$ cat src/rtl/attex_bus_pkg.sv
// Shared types and helpers for the SCC68070 system-bus controller.
// Latency: n/a (types, constants and a pure decode function only).
// Backpressure: n/a.
package attex_bus_pkg;

   localparam int ADDR_BYTE_W = 24;

   typedef enum logic [1:0] {
      IMMEDIATE = 2'd0,
      WAIT_N    = 2'd1,
      EXT_LEVEL = 2'd2,
      EXT_RISE  = 2'd3
   } ack_mode_e;

   typedef enum logic [1:0] {
      IDLE = 2'd0,
      WAIT = 2'd1,
      ERR  = 2'd2,
      HOLD = 2'd3
   } bus_state_e;

   // A region matches when the masked byte address equals its base.
   function automatic logic region_hit(input logic [ADDR_BYTE_W-1:0] addr_byte,
                                       input logic [ADDR_BYTE_W-1:0] base,
                                       input logic [ADDR_BYTE_W-1:0] mask);
      return (addr_byte & mask) == base;
   endfunction

endpackage

$ cat src/rtl/attex_irq_timer.sv
// Per-channel access-to-interrupt delay counter.
// Latency: irq pulses delay-1 cycles after the load edge; delay 0 never fires.
// Backpressure: none; a new load simply restarts the countdown.
module attex_irq_timer (
   input  logic       clk,
   input  logic       reset,
   input  logic       load_i,
   input  logic [7:0] delay_i,
   output logic       irq_o
);

   logic [7:0] cnt_q;

   // Reload on a new access to this channel, otherwise count down to zero.
   always_ff @(posedge clk) begin
      if (reset) begin
         cnt_q <= 8'd0;
      end else if (load_i && (delay_i != 8'd0)) begin
         cnt_q <= delay_i;
      end else if (cnt_q != 8'd0) begin
         cnt_q <= cnt_q - 8'd1;
      end
   end

   assign irq_o = (cnt_q == 8'd1);

endmodule

$ cat src/rtl/attex_bus_ctrl.sv
// SCC68070 bus controller: address decode, per-channel ack generation, bus error, read mux.
// Latency: cs one cycle after start, bus_ack/bus_err two cycles after start (plus ack-mode wait).
// Backpressure: the CPU holds as/uds/lds until it sees ack or err; HOLD waits for the strobes to drop.
module attex_bus_ctrl
   import attex_bus_pkg::*;
#(
   parameter int                      NUM_CH      = 4,
   parameter int                      DATA_W      = 16,
   parameter int                      TIMEOUT     = 255,
   parameter logic [NUM_CH*24-1:0]    REGION_BASE = {NUM_CH{24'h0}},
   parameter logic [NUM_CH*24-1:0]    REGION_MASK = {NUM_CH{24'hFF0000}},
   parameter logic [NUM_CH*2-1:0]     ACK_MODE    = {NUM_CH{2'd0}},
   parameter logic [NUM_CH*4-1:0]     WAIT_CYC    = {NUM_CH{4'd0}},
   parameter logic [NUM_CH*8-1:0]     IRQ_DELAY   = {NUM_CH{8'd0}}
) (
   input  logic                     clk,
   input  logic                     reset,
   input  logic [22:0]              addr,
   input  logic                     as,
   input  logic                     uds,
   input  logic                     lds,
   input  logic                     write_strobe,
   input  logic [NUM_CH*DATA_W-1:0] ch_dout,
   input  logic [NUM_CH-1:0]        ch_ack,
   output logic [NUM_CH-1:0]        cs,
   output logic [DATA_W-1:0]        data_in,
   output logic                     bus_ack,
   output logic                     bus_err,
   output logic [NUM_CH-1:0]        irq
);

   localparam int         CH_W     = (NUM_CH > 1) ? $clog2(NUM_CH) : 1;
   localparam logic [7:0] TMO_LAST = 8'(TIMEOUT - 1);

   bus_state_e               state_q;
   logic [CH_W-1:0]          ch_q;
   logic [3:0]               wait_q;
   logic [7:0]               tmo_q;
   logic [NUM_CH-1:0]        ch_ack_q;
   logic [NUM_CH-1:0]        cs_q;
   logic [DATA_W-1:0]        data_q;
   logic                     bus_ack_q;
   logic                     bus_err_q;

   logic [ADDR_BYTE_W-1:0]   addr_byte;
   logic [NUM_CH-1:0]        hit;
   logic [NUM_CH-1:0]        hit_oh;
   logic                     hit_any;
   logic [CH_W-1:0]          hit_idx;
   logic [3:0]               hit_wait;
   logic                     start;

   ack_mode_e                cur_mode;
   logic [DATA_W-1:0]        cur_dout;
   logic                     cur_ack;
   logic                     cur_ack_prev;
   logic                     ack_ok;

   // The controller itself is direction-agnostic; writes are acked exactly like reads.
   logic                     unused_write;
   assign unused_write = write_strobe;

   assign addr_byte = {addr, 1'b0};
   assign start     = (state_q == IDLE) && as && (uds || lds);

   // Region decode with lowest-index priority; also picks up the winner's wait count.
   always_comb begin
      hit      = '0;
      hit_oh   = '0;
      hit_any  = 1'b0;
      hit_idx  = '0;
      hit_wait = 4'd0;
      for (int i = 0; i < NUM_CH; i++) begin
         hit[i] = region_hit(addr_byte, REGION_BASE[i*24 +: 24], REGION_MASK[i*24 +: 24]);
      end
      for (int i = NUM_CH - 1; i >= 0; i--) begin
         if (hit[i]) begin
            hit_any   = 1'b1;
            hit_idx   = CH_W'(i);
            hit_oh    = '0;
            hit_oh[i] = 1'b1;
            hit_wait  = WAIT_CYC[i*4 +: 4];
         end
      end
   end

   // Per-channel view of the channel latched at start.
   always_comb begin
      cur_mode     = IMMEDIATE;
      cur_dout     = '0;
      cur_ack      = 1'b0;
      cur_ack_prev = 1'b0;
      for (int i = 0; i < NUM_CH; i++) begin
         if (ch_q == CH_W'(i)) begin
            cur_mode     = ack_mode_e'(ACK_MODE[i*2 +: 2]);
            cur_dout     = ch_dout[i*DATA_W +: DATA_W];
            cur_ack      = ch_ack[i];
            cur_ack_prev = ch_ack_q[i];
         end
      end
   end

   // Ack condition for the current WAIT cycle, by the channel's ack mode.
   always_comb begin
      ack_ok = 1'b0;
      case (cur_mode)
         IMMEDIATE: ack_ok = 1'b1;
         WAIT_N:    ack_ok = (wait_q == 4'd0);
         EXT_LEVEL: ack_ok = cur_ack;
         EXT_RISE:  ack_ok = cur_ack && !cur_ack_prev;
         default:   ack_ok = 1'b0;
      endcase
   end

   // Access state machine with registered cs, read data, ack and error outputs.
   always_ff @(posedge clk) begin
      if (reset) begin
         state_q   <= IDLE;
         ch_q      <= '0;
         wait_q    <= 4'd0;
         tmo_q     <= 8'd0;
         ch_ack_q  <= '0;
         cs_q      <= '0;
         data_q    <= '0;
         bus_ack_q <= 1'b0;
         bus_err_q <= 1'b0;
      end else begin
         // Edge history runs in every state so a rise before WAIT is already consumed.
         ch_ack_q  <= ch_ack;
         bus_ack_q <= 1'b0;
         bus_err_q <= 1'b0;
         case (state_q)
            IDLE: begin
               cs_q <= '0;
               if (start) begin
                  if (hit_any) begin
                     state_q <= WAIT;
                     ch_q    <= hit_idx;
                     cs_q    <= hit_oh;
                     wait_q  <= hit_wait;
                     tmo_q   <= 8'd0;
                  end else begin
                     state_q <= ERR;
                  end
               end
            end
            WAIT: begin
               if (!as) begin
                  state_q <= IDLE;
                  cs_q    <= '0;
               end else if (ack_ok) begin
                  bus_ack_q <= 1'b1;
                  data_q    <= cur_dout;
                  state_q   <= HOLD;
               end else if (tmo_q == TMO_LAST) begin
                  bus_err_q <= 1'b1;
                  data_q    <= '0;
                  state_q   <= HOLD;
               end else begin
                  if (wait_q != 4'd0) begin
                     wait_q <= wait_q - 4'd1;
                  end
                  if (tmo_q != 8'hFF) begin
                     tmo_q <= tmo_q + 8'd1;
                  end
               end
            end
            ERR: begin
               bus_err_q <= 1'b1;
               data_q    <= '0;
               cs_q      <= '0;
               state_q   <= HOLD;
            end
            HOLD: begin
               if (!as || !(uds || lds)) begin
                  state_q <= IDLE;
                  cs_q    <= '0;
               end
            end
            default: begin
               state_q <= IDLE;
               cs_q    <= '0;
            end
         endcase
      end
   end

   // One delay timer per channel, loaded on that channel's IDLE->WAIT transition.
   for (genvar c = 0; c < NUM_CH; c++) begin : g_irq
      attex_irq_timer u_irq_timer (
         .clk     (clk),
         .reset   (reset),
         .load_i  (start && hit_any && hit_oh[c]),
         .delay_i (IRQ_DELAY[c*8 +: 8]),
         .irq_o   (irq[c])
      );
   end

   assign cs      = cs_q;
   assign data_in = data_q;
   assign bus_ack = bus_ack_q;
   assign bus_err = bus_err_q;

endmodule

$ cat config.mk
export PLATFORM = sky130hd
export DESIGN_NAME = attex_bus_ctrl
export DESIGN_NICKNAME = d
export VERILOG_FILES = /design/src/rtl/attex_bus_pkg.sv /design/src/rtl/attex_irq_timer.sv /design/src/rtl/attex_bus_ctrl.sv
export SDC_FILE = /design/constraint.sdc
export NUM_CORES = 1
export LEC_CHECK = 0
export ABC_AREA = 1
export CORE_MARGIN = 3
export CORE_UTILIZATION = 40
export DETAILED_ROUTE_END_ITERATION = 7
export PLACE_DENSITY = 0.74
export RECOVER_POWER = 100
export SETUP_SLACK_MARGIN = 0.02
export SLEW_MARGIN = 0
export SYNTH_ARGS = -nofsm -noshare
export SYNTH_HDL_FRONTEND = slang
export SYNTH_SLANG_ARGS = --single-unit
$ cat constraint.sdc
create_clock -name clk -period 4 [get_ports clk]
set_clock_uncertainty 0.1 [all_clocks]
set_input_delay 0.8 -clock clk [delete_from_list [all_inputs] [get_ports clk]]
set_output_delay 0.8 -clock clk [all_outputs]
set_load 0.05 [all_outputs]
Word-level counts from Yosys, hierarchy flattened
Index checks and enable logic that the tools add are counted.
{"block": "totals", "mem_count": 0, "romBits": 0, "output_inout_bits": 26, "input_bits": 97, "mem_bits_rw": 0, "wordCells": 58, "latchBits": 0, "regBits": 56}
{"block": "classes", "n_addsub": 4, "n_div": 0, "n_shift": 0, "order_cmp": 0, "bitwise_logic": 1, "reduce_logical": 17, "mux": 16, "n_mul": 0, "eq_ne": 11}
{"cell": "8-bit by 1-bit == test with 1-bit output, second input constant", "count": 4}
{"cell": "16-bit one-hot mux with 2 select lines", "count": 1}
{"cell": "8-bit nonzero test", "count": 4}
{"cell": "8-bit by 1-bit subtractor with 8-bit output, second input constant", "count": 4}
{"cell": "24-bit logical NOT", "count": 1}
{"cell": "16-bit 2-to-1 mux", "count": 1}
{"cell": "4-bit 2-to-1 mux", "count": 4}
{"cell": "4-bit one-hot mux with 4 select lines", "count": 1}
{"cell": "2-bit 2-to-1 mux", "count": 4}
{"cell": "2-bit inequality test, second input constant", "count": 4}
{"cell": "2-bit one-hot mux with 4 select lines", "count": 1}
{"cell": "2-bit AND reduction", "count": 3}
{"cell": "2-bit == test, second input constant", "count": 2}
{"cell": "1-bit 2-to-1 mux", "count": 4}
{"cell": "2-bit by 1-bit == test with 1-bit output, second input constant", "count": 1}
{"cell": "1-bit logical AND", "count": 2}
{"cell": "1-bit logical NOT", "count": 2}
{"cell": "2-bit logical NOT", "count": 1}
{"cell": "1-bit logical OR", "count": 2}
{"cell": "2-bit nonzero test", "count": 1}
{"cell": "2-bit OR reduction", "count": 1}
{"cell": "1-bit inverter", "count": 1}

Logic depth before layout (Yosys ltp)
{"block": "depth", "depth_word": 5, "depth_mapped": 7, "mapped_depth_nobuf": 7}

Hierarchy
A second synthesis with hierarchy kept.
{"block": "hier_totals", "hier_cells": 473, "hier_area_um2": 3532.1}
{"module": "attex_irq_timer", "cells_per_inst": 90, "n_inst": 4, "area_per_inst_um2": 658.1, "seq_area_each_um2": 160.2}
{"module": "attex_bus_ctrl", "cells_per_inst": 113, "n_inst": 1, "area_per_inst_um2": 899.6, "seq_area_each_um2": 420.4}

Worst setup path after synthesis
No wires, ideal clock.
{"block": "synth_timing", "path_kind": "register to output", "from": "register g_irq[3].u_irq_timer.cnt_q[5]", "to": "output irq[3]", "path_buffers": 1, "required_time_ns": 3.100, "arrival_time_ns": 0.891, "stages_incl_launch_ff": 5, "slack_ns": 2.209, "cell_sequence": "dfxtp_1 nor2_1 nand3_2 nor2_1 buf_4"}
{"block": "synth_between", "elab_chain_len": 1}
{"item": "start: declaration", "line": "attex_irq_timer.sv:12", "text": "logic [7:0] cnt_q;"}
{"item": "start signal: assignment", "line": "attex_irq_timer.sv:19", "text": "cnt_q <= delay_i;"}
{"item": "start signal: assignment", "line": "attex_irq_timer.sv:21", "text": "cnt_q <= cnt_q - 8'd1;"}
{"item": "8-bit by 1-bit == test with 1-bit output", "line": "attex_irq_timer.sv:25", "text": "assign irq_o = (cnt_q == 8'd1);"}
{"item": "end: declaration", "line": "attex_bus_ctrl.sv:29", "text": "output logic [NUM_CH-1:0] irq"}
No other way between the ends.

==> results.cfg <==
[floorplanning]
num_io_pins = 123
die_x_um = 86.9
dieArea_um2 = 7550
core_um2 = 6130
rows = 28
die_h_um = 86.9
initial_core_util_pct = 42.7

[placement]
dp_cells = 476
place.gp.congestion = 0.826
placed_area_um2 = 3130
pre_cts_ws_ns = 1.46
place.detailed.hpwl_mm = 3.77
io_buffers = 51

[cts]
numCtsBuffers = 5
cts_resized = 0
post_cts_buffers = 0
cts-hold-fix-buffers = 0
clk_pin_slew_ns = 0.10
cts_buffer_depth = 2
cts_tree = done
clk_latency_ns = 0.31
htree_num_levels = 2
numClockSinks = 53
cts-root-buf = clkbuf_8

[timing]
hold_violations = 0
worst_slack_ns = 0.891
fin_tns_setup_ns = 0
period_needed_ns = 3.11
rsz0062_at_grt = false
fin_crit_sh_pct = 77.7
max-slew-margin-rel_pct = 32.9
slew_viol_final = 0
setup_viol = 0
max_freq_mhz = 322
holdWs_ns = 0.366
tightest_slew_ns = 1.00

[run]
cap_violations = 0

[grt]
grt_overflow_total = 0
grt_first_pass_wirelength_mm = 8.88
grt_antenna_before_repair = 0
grt_max_degree = 28
grt_use_total_pct = 14.1
grt_pass1_vias = 2117

[detailed_routing]
drc = 0
drtIter0Drc = 74
routed_wl_mm = 4.90
via_count = 2215
ant_nets = 0
vias_per_cell = 4.58
wl_per_cell_um = 10.1
firstDrtPassIters = 4

[setup_path]
crit_path_max_fanout = 27
crit_required_ns = 4.07
worst-setup-path-type = in -> reg
cp-start-kind = input port
end_kind = flip-flop
worstPathArrival_ns = 3.18

[run_status]
status = completed

[final_layout]
nNetsFinal = 515
design_area_um2 = 3200
final_common_cell = nand2_1
drive_gt1_share_pct = 5.87
diodes = 0
stdcell_count = 484
final_cell_mix = 94 x nand2_1, 62 x nor2_1, 53 x dfxtp_1
synthToLayoutAreaGrowth_pct = 22.2

[yosys]
yosysTopAreaCell = dfxtp_1
synth_area_leaders = dfxtp_1 41%, nand2_1 13%, nor2_1 8.7%
yosysWarningCount = 0
yosysSeqAreaShare_pct = 40.5
synth.cell_area_um2 = 2620
synth_area_per_cell_um2 = 7.27
yosys.area.top_type_share_pct = 40.5
synth_cells = 360
ys_types = 29
synth-seq-cells = 53

[pwr]
ir_drop_v = 0.000338
leakage_nw = 1.55
power.density_nw_per_um2 = 397

[worst_hold_path]
hold_path_class = reg -> reg
## state kept, by name, indices dropped and copies added (netlist names)
name and flops:
bus_err 1, bus_ack 1, cs 1, state_q 2, g_irq.u_irq_timer.cnt_q 32, data_in 16
## where the power goes
part           internal [mW]  switching [mW]
registers              0.563          0.0292
clock network          0.188           0.174
logic                  0.124           0.193
## final cells by class
class                           count  area, µm²
Timing Repair Buffer               51        510
Tap cell                           75       93.8
Inverter                           40        151
Sequential cell                    53       1060
Fill cell                         602       2930
Clock buffer                        6       72.6
Multi-Input combinational cell    257       1270
Clock inverter                      2       38.8
## critical path, stage by stage
cell	delay (ns)
dlygate4sd3_1	0.78
clkinvlp_2	0.84
o21ai_0	0.65
a21oi_1	0.10
## worst paths after layout
| path | from | end | slack [ns] | cells after the start |
|---|---|---|---|---|
| max | reset | g_irq[0].u_irq_timer.cnt_q[4]$_SDFFE_PP0P_ | 0.89 | 4 |
| min | data_in[1]$_SDFFE_PP0P_ | data_in[1]$_SDFFE_PP0P_ | 0.37 | 2 |
| max reg2reg | g_irq[0].u_irq_timer.cnt_q[0]$_SDFFE_PP0P_ | g_irq[0].u_irq_timer.cnt_q[4]$_SDFFE_PP0P_ | 2.23 | 5 |
| min reg2reg | data_in[1]$_SDFFE_PP0P_ | data_in[1]$_SDFFE_PP0P_ | 0.37 | 2 |
## kinds of logic after synthesis
group	share of synthesized area, %
DFF	40.5
adders and majority gates	4.78
other	0.143
buffers and inverters	9.79
xor gates and xnor gates	2.68
AOI/OAI and AO/OA	8.74
and+or+nand+nor	33.3
## routing by layer
| layer | vias to the layer above | share of wire, % | GRT usage (%) |
|---|---|---|---|
| met2 | 41 | 47 | 23.5 |
| met4 | 0 | 1.3 | 3.54 |
| met5 | - | 0 | 0 |
| met3 | 8 | 6.0 | 4.73 |
| met1 | 966 | 46 | 17.6 |
| li1 | 1200 | - | - |
## Yosys cell counts
library cell / count
nand2_1: 93
nor2_1: 61
dfxtp_1: 53
inv_1: 37
o21ai_0: 20
nand3_1: 15
a21oi_1: 14
ha_1: 10
buf_4: 9
nor2_4: 5
nand2_4: 4
nor3_1: 4
xnor2_1: 4
xor2_1: 4
buf_6: 3
nand2_2: 3
nand4_1: 3
or2_0: 3
inv_2: 2
nor2_2: 2
o21ai_1: 2
o21ai_2: 2
a21boi_0: 1
conb_1: 1
inv_6: 1
nand3_2: 1
nor2_8: 1
o21ai_4: 1
o21bai_1: 1
## per-stage QoR
step,util (%),total power [mW]
finish,52.2,1.27
global placement,51.0,0.928
floorplan,-,0.862
CTS,52.9,1.30
detailed placement,51.0,0.937
global route,52.2,1.36
Power figures use the tool's default switching activity.
